===== config.mk =====
export PLATFORM = sky130hd
export DESIGN_NAME = o_ddr_tx
export DESIGN_NICKNAME = d
export VERILOG_FILES = /design/src/rtl/o_ddr_tx.sv
export SDC_FILE = /design/constraint.sdc
export NUM_CORES = 1
export LEC_CHECK = 0
export CORE_UTILIZATION = 55
export DETAILED_ROUTE_END_ITERATION = 6
export PLACE_DENSITY = 0.83
export SYNTH_ARGS = -nofsm -noshare
export SYNTH_HDL_FRONTEND = slang
export SYNTH_SLANG_ARGS = --single-unit

===== constraint.sdc =====
create_clock -name C -period 3.81 [get_ports C]
set_input_delay 0.9525 -clock C [delete_from_list [all_inputs] [get_ports C]]
set_output_delay 0.9525 -clock C [all_outputs]
set_load 0.05 [all_outputs]

===== src/rtl/o_ddr_tx.sv =====
// Transmit DDR serializer: valid/ready word intake, two bits per clock on one pin.
// Optional macro O_DDR_TX_TRAIN_PATTERN_EN makes the idle output a forwarded-clock pattern.
module o_ddr_tx #(
    parameter int unsigned WIDTH     = 8,
    parameter bit          LSB_FIRST = 1'b1
) (
    input  logic             C,
    input  logic             R,
    input  logic             E,
    input  logic [WIDTH-1:0] DATA_IN,
    input  logic             DATA_VALID,
    output logic             DATA_READY,
    output logic             Q,
    output logic             OE,
    output logic             FRAME
);

    localparam int unsigned NPAIR = WIDTH / 2;
    localparam int unsigned CW    = (NPAIR > 1) ? $clog2(NPAIR) : 1;
    localparam logic [CW-1:0] CNT_LAST = CW'(NPAIR - 1);

`ifdef O_DDR_TX_TRAIN_PATTERN_EN
    localparam logic [1:0] IDLE_P = 2'b01;
`else
    localparam logic [1:0] IDLE_P = 2'b00;
`endif

    typedef enum logic {
        IDLE,
        SHIFT
    } state_t;

    state_t           state;
    logic [WIDTH-1:0] hb;
    logic             hbf;
    logic [WIDTH-1:0] sr;
    logic [CW-1:0]    cnt;
    logic [1:0]       p;
    logic             load_now;
    logic             accept;

    // Pair at the head of a word in transmit order; P[0] is the high-phase bit.
    function automatic logic [1:0] head_pair(input logic [WIDTH-1:0] w);
        if (LSB_FIRST) return {w[1], w[0]};
        else           return {w[WIDTH-2], w[WIDTH-1]};
    endfunction

    function automatic logic [WIDTH-1:0] drop_pair(input logic [WIDTH-1:0] w);
        if (LSB_FIRST) return w >> 2;
        else           return w << 2;
    endfunction

    assign load_now   = hbf & ((state == IDLE) | (cnt == '0));
    assign DATA_READY = E & ~R & (~hbf | load_now);
    assign accept     = DATA_VALID & DATA_READY;
    assign Q          = C ? p[0] : p[1];

    // SR holds only the pairs not yet moved into P, so a load pre-drops the head pair.
    always_ff @(posedge C) begin
        if (R) begin
            state <= IDLE;
            hb    <= '0;
            hbf   <= 1'b0;
            sr    <= '0;
            cnt   <= '0;
            p     <= IDLE_P;
            OE    <= 1'b0;
            FRAME <= 1'b0;
        end else if (E) begin
            if (accept) begin
                hb  <= DATA_IN;
                hbf <= 1'b1;
            end else if (load_now) begin
                hbf <= 1'b0;
            end

            if (load_now) begin
                sr    <= drop_pair(hb);
                p     <= head_pair(hb);
                cnt   <= CNT_LAST;
                OE    <= 1'b1;
                FRAME <= 1'b1;
                state <= SHIFT;
            end else if ((state == SHIFT) && (cnt != '0)) begin
                p     <= head_pair(sr);
                sr    <= drop_pair(sr);
                cnt   <= cnt - CW'(1);
                FRAME <= 1'b0;
            end else begin
                state <= IDLE;
                p     <= IDLE_P;
                OE    <= 1'b0;
                FRAME <= 1'b0;
            end
        end
    end

endmodule


**Word-level counts from Yosys, hierarchy flattened**

Cells that the tools add are included.

- Reductions and logical operators: 9
- $add $sub $neg: 1
- Bitwise operators: 9
- Muxes and demuxes: 12
- Equality and inequality tests: 1

Operators with widths:

| kind | number |
|---|---|
| 8-bit two-way mux | 2 |
| 2-bit two-way mux | 4 |
| 2-bit AND reduction | 4 |
| 1-bit two-way mux | 6 |
| 2-bit nonzero test | 3 |
| 1-bit AND | 4 |
| 1-bit inverter | 3 |
| 2-bit logical NOT | 1 |
| 2-bit != test, second input constant | 1 |
| 1-bit bitwise OR | 2 |
| 2-bit by 1-bit subtractor with 2-bit output, second input constant | 1 |
| 1-bit logical AND | 1 |

- Flip-flop bits (word level): 23
- Bits of input ports: 12
- Logic and storage cells: 39
- Output and inout bits: 4

**Depth between registers and ports, before layout**

Gate-level depths: netlist of the first run.

- Word-level depth: 8
- Depth in mapped cells: 6
- Depth with buffers taken out: 5

==> flow_summary.json, run 1 <==
{
  "endpoint_kind": "output port",
  "cp_num_cells": 4,
  "p_per_area_mw_per_mm2": 374,
  "drc": 0,
  "cp_top_family": "buffers and inverters",
  "drt_iter0_drc": 24,
  "areaGrowthSynthToFinish_pct": 21.7,
  "hp-class": "reg2reg",
  "drv_cap": 0,
  "setup_viol": 0,
  "cp-startpoint": "C",
  "avgSynthCellArea_um2": 9.79,
  "pre_cts_slack_ns": -0.0231,
  "std_cell_rows": 15,
  "netlist_instances": 102,
  "holdWs_ns": 0.478,
  "fp.dieArea_mm2": 0.00199,
  "worstPathArrival_ns": 2.73,
  "synth_common_cells": "21 x dfxtp_1, 10 x nor2b_1, 8 x o22ai_1",
  "clock_skew_ns": 0.00227,
  "die_w_um": 44.6,
  "cp_max_fo": 2,
  "synth-xor-area-share_pct": 0,
  "hold_violations": 0,
  "finalMaxSlewViolations": 0,
  "grt_pass1_vias": 759,
  "synth_edf_count": 0,
  "io_pins": 16,
  "cts_hold_buffers": 0,
  "drive_gt1_share_pct": 16.7,
  "synth_top_area_share_pct": 42.1,
  "path_cells": "clkbuf_4 > clkbuf_4 > mux2_2 > clkdlybuf4s15_2",
  "synth_most_common_cell": "dfxtp_1",
  "place_congestion": 0.728,
  "rrSetupSlack_ns": 2.15,
  "antenna_found_initial": 0,
  "first_pass_iters": 4,
  "worstReg2RegStart": "cnt[0]",
  "syn_area_um2": 998,
  "cts.clk_slew.worst_paths_ns": 0.12,
  "rr_worst_depth": 5,
  "async_flop_share_pct": 0,
  "finalSetupTns_ns": 0,
  "die_h_um": 44.6,
  "start_util_pct": 58.5,
  "routed_via_density": 5.57,
  "layout_setup_ws_ns": 0.123,
  "grt_pass1_wl_um": 3310,
  "p_leak_uw": 0.000477,
  "required_ns": 2.86,
  "yosys_warnings": 0,
  "slew_headroom_pct": 67.4,
  "yosysTopAreaCell": "dfxtp_1",
  "cp-endpoint": "Q",
  "muxShareOfSynthArea_pct": 11.7,
  "rsz0062_at_grt": "false",
  "core-area_mm2": 0.00171,
  "r2r-end": "sr[5]",
  "grtUsageTotal_pct": 23.7,
  "post_cts_buffers": 0,
  "cp_slowest_stage_delay_ns": 0.33,
  "ys_ff_latch": 21,
  "cts_tree": "yes",
  "post_drt_wl_per_cell_um": 13.1,
  "post_cts_resized": 3,
  "synth_compound_area_share_pct": 18.7,
  "synth_adder_area_share_pct": 1.25,
  "ys_top_cells_by_area": "dfxtp_1 42%, mux2_4 11%, nor2b_1 6.3%, o22ai_1 5.0%, a211oi_1 3.0%",
  "syn-num-nets": 115,
  "cp_common_cell": "clkbuf_4",
  "portBuffers": 15,
  "synth_top_family_by_area": "simple AND/OR/NAND/NOR gates",
  "crit_type": "clk2out",
  "drt_wl_total_um": 1890,
  "worst_pin_slew_ns": 0.487,
  "clk_latency_ns": 0.41,
  "yosys_most_used_dff": "dfxtp_1",
  "peakVddDrop_mv": 0.229,
  "num_vias": 808,
  "setup.worst_path.start_class": "clock port",
  "synth.distinct_cells": 29,
  "overflow": 0,
  "n_antenna_cell": 0,
  "synth.yosys.seq_area_share_pct": 42.1,
  "status": "finished, final reports clean",
  "worst-path-buf-inv": 3,
  "fin_area_mm2": 0.00121,
  "ant_nets": 0,
  "grt_max_degree": 25,
  "critPathSlowestCell": "clkdlybuf4s15_2",
  "dp_hpwl_um": 1260,
  "final_nets": 134,
  "postPlaceCellArea_mm2": 0.00116,
  "synth-simple-area-share_pct": 20.8
}
==> layout by cell type, fill, tap and decap left out, types with 2 or more instances in the layout <==
cell	count
dfxtp_1	21
mux2_4	7
clkbuf_4	6
a31oi_1	4
a21oi_1	5
or2b_1	4
o21a_1	2
o22ai_1	8
clkdlybuf4s50_1	13
nor2b_1	10
nand2_1	7
nand2b_1	4
a211oi_1	4
inv_1	4
buf_4	2
nand3_1	2
==> through the flow <==
stage	std cells	util, %	total power, µW
floorplan	102	-	282
global placement	138	68.2	303
detailed placement	138	68.2	305
CTS	145	71.1	459
global route	145	71.1	477
finish	145	71.1	454
==> worst min-delay path by stage <==
stage              to  startpoint  slack [ns]  cells after the start
3_3_place_gp   cnt[1]      cnt[1]        0.45                      1
4_1_cts         sr[5]       hb[7]        0.48                      2
2_1_floorplan  cnt[1]      cnt[1]        0.44                      1
6_report        sr[5]       hb[7]        0.48                      2
5_1_grt         FRAME       FRAME        0.50                      2
3_5_place_dp   cnt[1]      cnt[1]        0.46                      1
==> metal layers <==
metal	global-route usage (%)	wire [µm]	vias to the layer above
li1	-	-	398
met1	29.8	898	379
met3	8.57	88	6
met4	15.2	53	0
met2	33.8	853	25
met5	0	0	-
==> worst reg2reg max path: stages (launching register included) <==
cell and delay, ns:
dfxtp_1 0.37, inv_1 0.05, ha_1 0.23, nand2b_1 0.36, a21boi_1 0.41, o32ai_1 0.12
==> flip-flops by register name, summed over array words and instances (netlist names) <==
register and flops:
hb 8, p 2, FRAME 1, sr 6, state 1, hbf 1, cnt 2
==> cell families after synthesis <==
| kind of cell | count (synthesis) |
|---|---|
| adders and majority gates | 1 |
| muxes | 8 |
| and+or+nand+nor | 34 |
| AOI/OAI and AO/OA | 28 |
| DFF | 21 |
| buffers and inverters | 10 |
==> cell type report <==
type,count,area [µm²]
Clock buffer,8,60.1
Fill cell,132,493
Timing Repair Buffer,16,165
Tap cell,25,31.3
Sequential cell,21,420
Inverter,4,15.0
Multi-Input combinational cell,71,523
==> report_power, final <==
group / total (µW) / switching [µW] / internal (µW)
combinational: 60.8 / 26.3 / 34.5
sequential: 235 / 6.16 / 229
clock: 158 / 79.5 / 78.9
total: 454 / 112 / 342
Power figures use the tool's default switching activity.
==> inputs of run 2 (changes only) <==
--- a/config.mk
+++ b/config.mk
@@ -7,6 +7,7 @@
 export LEC_CHECK = 0
 export CORE_UTILIZATION = 55
 export DETAILED_ROUTE_END_ITERATION = 6
+export GPL_TIMING_DRIVEN = 0
 export PLACE_DENSITY = 0.83
 export SYNTH_ARGS = -nofsm -noshare
 export SYNTH_HDL_FRONTEND = slang
==> run 2 against run 1 <==
Core utilization rose by 0.51 points. Wire length rose by 16%. Sequential cell count did not move. Die area did not move. Clock power barely moved. Critical path depth did not move. First-iteration DRC count rose by 4.2%. Worst hold slack improved by 0.0042 ns. Clock skew rose by 0.0037 ns. Register-to-register slack improved by 0.14 ns. Combinational power rose by 6.1%. Via count rose by 6.6%. Largest cell class unchanged.
==> flow_summary.json, run 2 (synthesis results as in run 1) <==
{
  "status": "finished, final reports clean",
  "path_cells": "clkbuf_4 > clkbuf_4 > mux2_2 > clkbuf_2",
  "clock_skew_ns": 0.00595,
  "post_cts_buffers": 0,
  "start_util_pct": 58.5,
  "worstPathArrival_ns": 2.63,
  "min_to": "FRAME",
  "p_leak_uw": 0.000496,
  "die_h_um": 44.6,
  "ant_nets": 0,
  "postPlaceCellArea_mm2": 0.00118,
  "crit_type": "clk2out",
  "drive_gt1_share_pct": 19.4,
  "cts_tree": "yes",
  "top_regs": "hb: 8 flops, sr: 6 flops",
  "p_per_area_mw_per_mm2": 373,
  "clk_latency_ns": 0.42,
  "drt_wl_total_um": 2200,
  "rsz0062_at_grt": "false",
  "first_pass_iters": 4,
  "largest-register": "hb",
  "dp_hpwl_um": 1500,
  "rrSetupSlack_ns": 2.29,
  "final_nets": 138,
  "fmax_mhz": 281,
  "overflow": 0,
  "portBuffers": 15,
  "post_drt_wl_per_cell_um": 14.7,
  "top_layer_used": "met4",
  "grt_pass1_vias": 886,
  "n_antenna_cell": 0,
  "r2r-end": "hb[7]",
  "period_needed_ns": 3.58,
  "drc": 0,
  "met1_length_um": 952,
  "most-common-layout-cells": "21 x dfxtp_1, 13 x clkdlybuf4s50_1, 10 x nor2b_1",
  "cts_hold_buffers": 0,
  "dr_wl_met3_um": 115,
  "hold_violations": 0,
  "drv_cap": 0,
  "met2RoutedLength_um": 1080,
  "setup_viol": 0,
  "cp_slowest_stage_delay_ns": 0.26,
  "io_pins": 16,
  "worstReg2RegStart": "cnt[0]",
  "hp-class": "reg2reg",
  "antenna_found_initial": 0,
  "fp.dieArea_mm2": 0.00199,
  "cp-startpoint": "C",
  "std_cell_rows": 15,
  "hold_start": "FRAME",
  "hold_path_depth": 2,
  "required_ns": 2.86,
  "holdWs_ns": 0.482,
  "num_vias": 861,
  "areaGrowthSynthToFinish_pct": 22.6,
  "cp_common_cell": "clkbuf_4",
  "grt_max_degree": 13,
  "rr_worst_depth": 5,
  "worst_pin_slew_ns": 0.494,
  "fin_area_mm2": 0.00122,
  "largest_reg_flops": 8,
  "finalMaxSlewViolations": 0,
  "peakVddDrop_mv": 0.222,
  "cts.clk_slew.worst_paths_ns": 0.12,
  "grtUsageTotal_pct": 27.5,
  "final_common_cell": "dfxtp_1",
  "period_share_pct": 94.1,
  "core-area_mm2": 0.00171,
  "slew_headroom_pct": 66.9,
  "endpoint_kind": "output port",
  "setup.worst_path.start_class": "clock port",
  "drt_iter0_drc": 25,
  "die_w_um": 44.6,
  "grt_pass1_wl_um": 3800,
  "place_congestion": 0.787,
  "routed_via_density": 5.78,
  "critPathSlowestCell": "mux2_2",
  "cp_max_fo": 2
}
run 2: timing repair:
action	CTS	global route
pin swaps	0	0
setup endpoints to repair	2	1
gates resized for setup	3	1
run 2: how the worst max path moves through the flow:
stage               cells past startpoint         end
finish                                  4           Q
global route                            5  DATA_READY
CTS                                     4           Q
detailed placement                      2           Q
global placement                        2           Q
floorplan                               1           Q
run 2: routing by layer:
layer	up-vias	GRT usage [%]
li1	408	-
met1	415	29.9
met2	33	41.5
met3	5	13.1
met4	0	20.0
met5	-	0
run 2: final cells by class:
class	instances	area, µm²
buffer	6	40.0
clock buffer	7	50.0
clock inverter	1	5.00
fill	134	484
inverter	4	15.0
multi-input combinational	71	523
sequential	21	420
tap	25	31.3
timing repair buffer	14	139
run 2: metrics by stage:
step           std cells  utilization, %  setup TNS (ns)  setup WS (ns)  total power [µW]
2_1_floorplan        102               -               0          0.577               282
3_3_place_gp         142            69.1         -0.0232        -0.0232               304
3_5_place_dp         142            69.1         -0.0274        -0.0231               307
4_1_cts              149            71.9               0        0.00586               459
5_1_grt              149            71.6               0          0.207               479
6_report             149            71.6               0          0.226               457
run 2: worst max-delay path: cells and delay by family:
| family | cells | cell delay (ns) |
|---|---|---|
| buf+inv | 3 | 0.46 |
| mux | 1 | 0.26 |
run 2: report_power, final:
group	internal [µW]	total [µW]	switching, µW
logic	34.5	64.5	30.0
registers	229	234	5.14
clock network	77.1	159	81.7
total	340	457	117
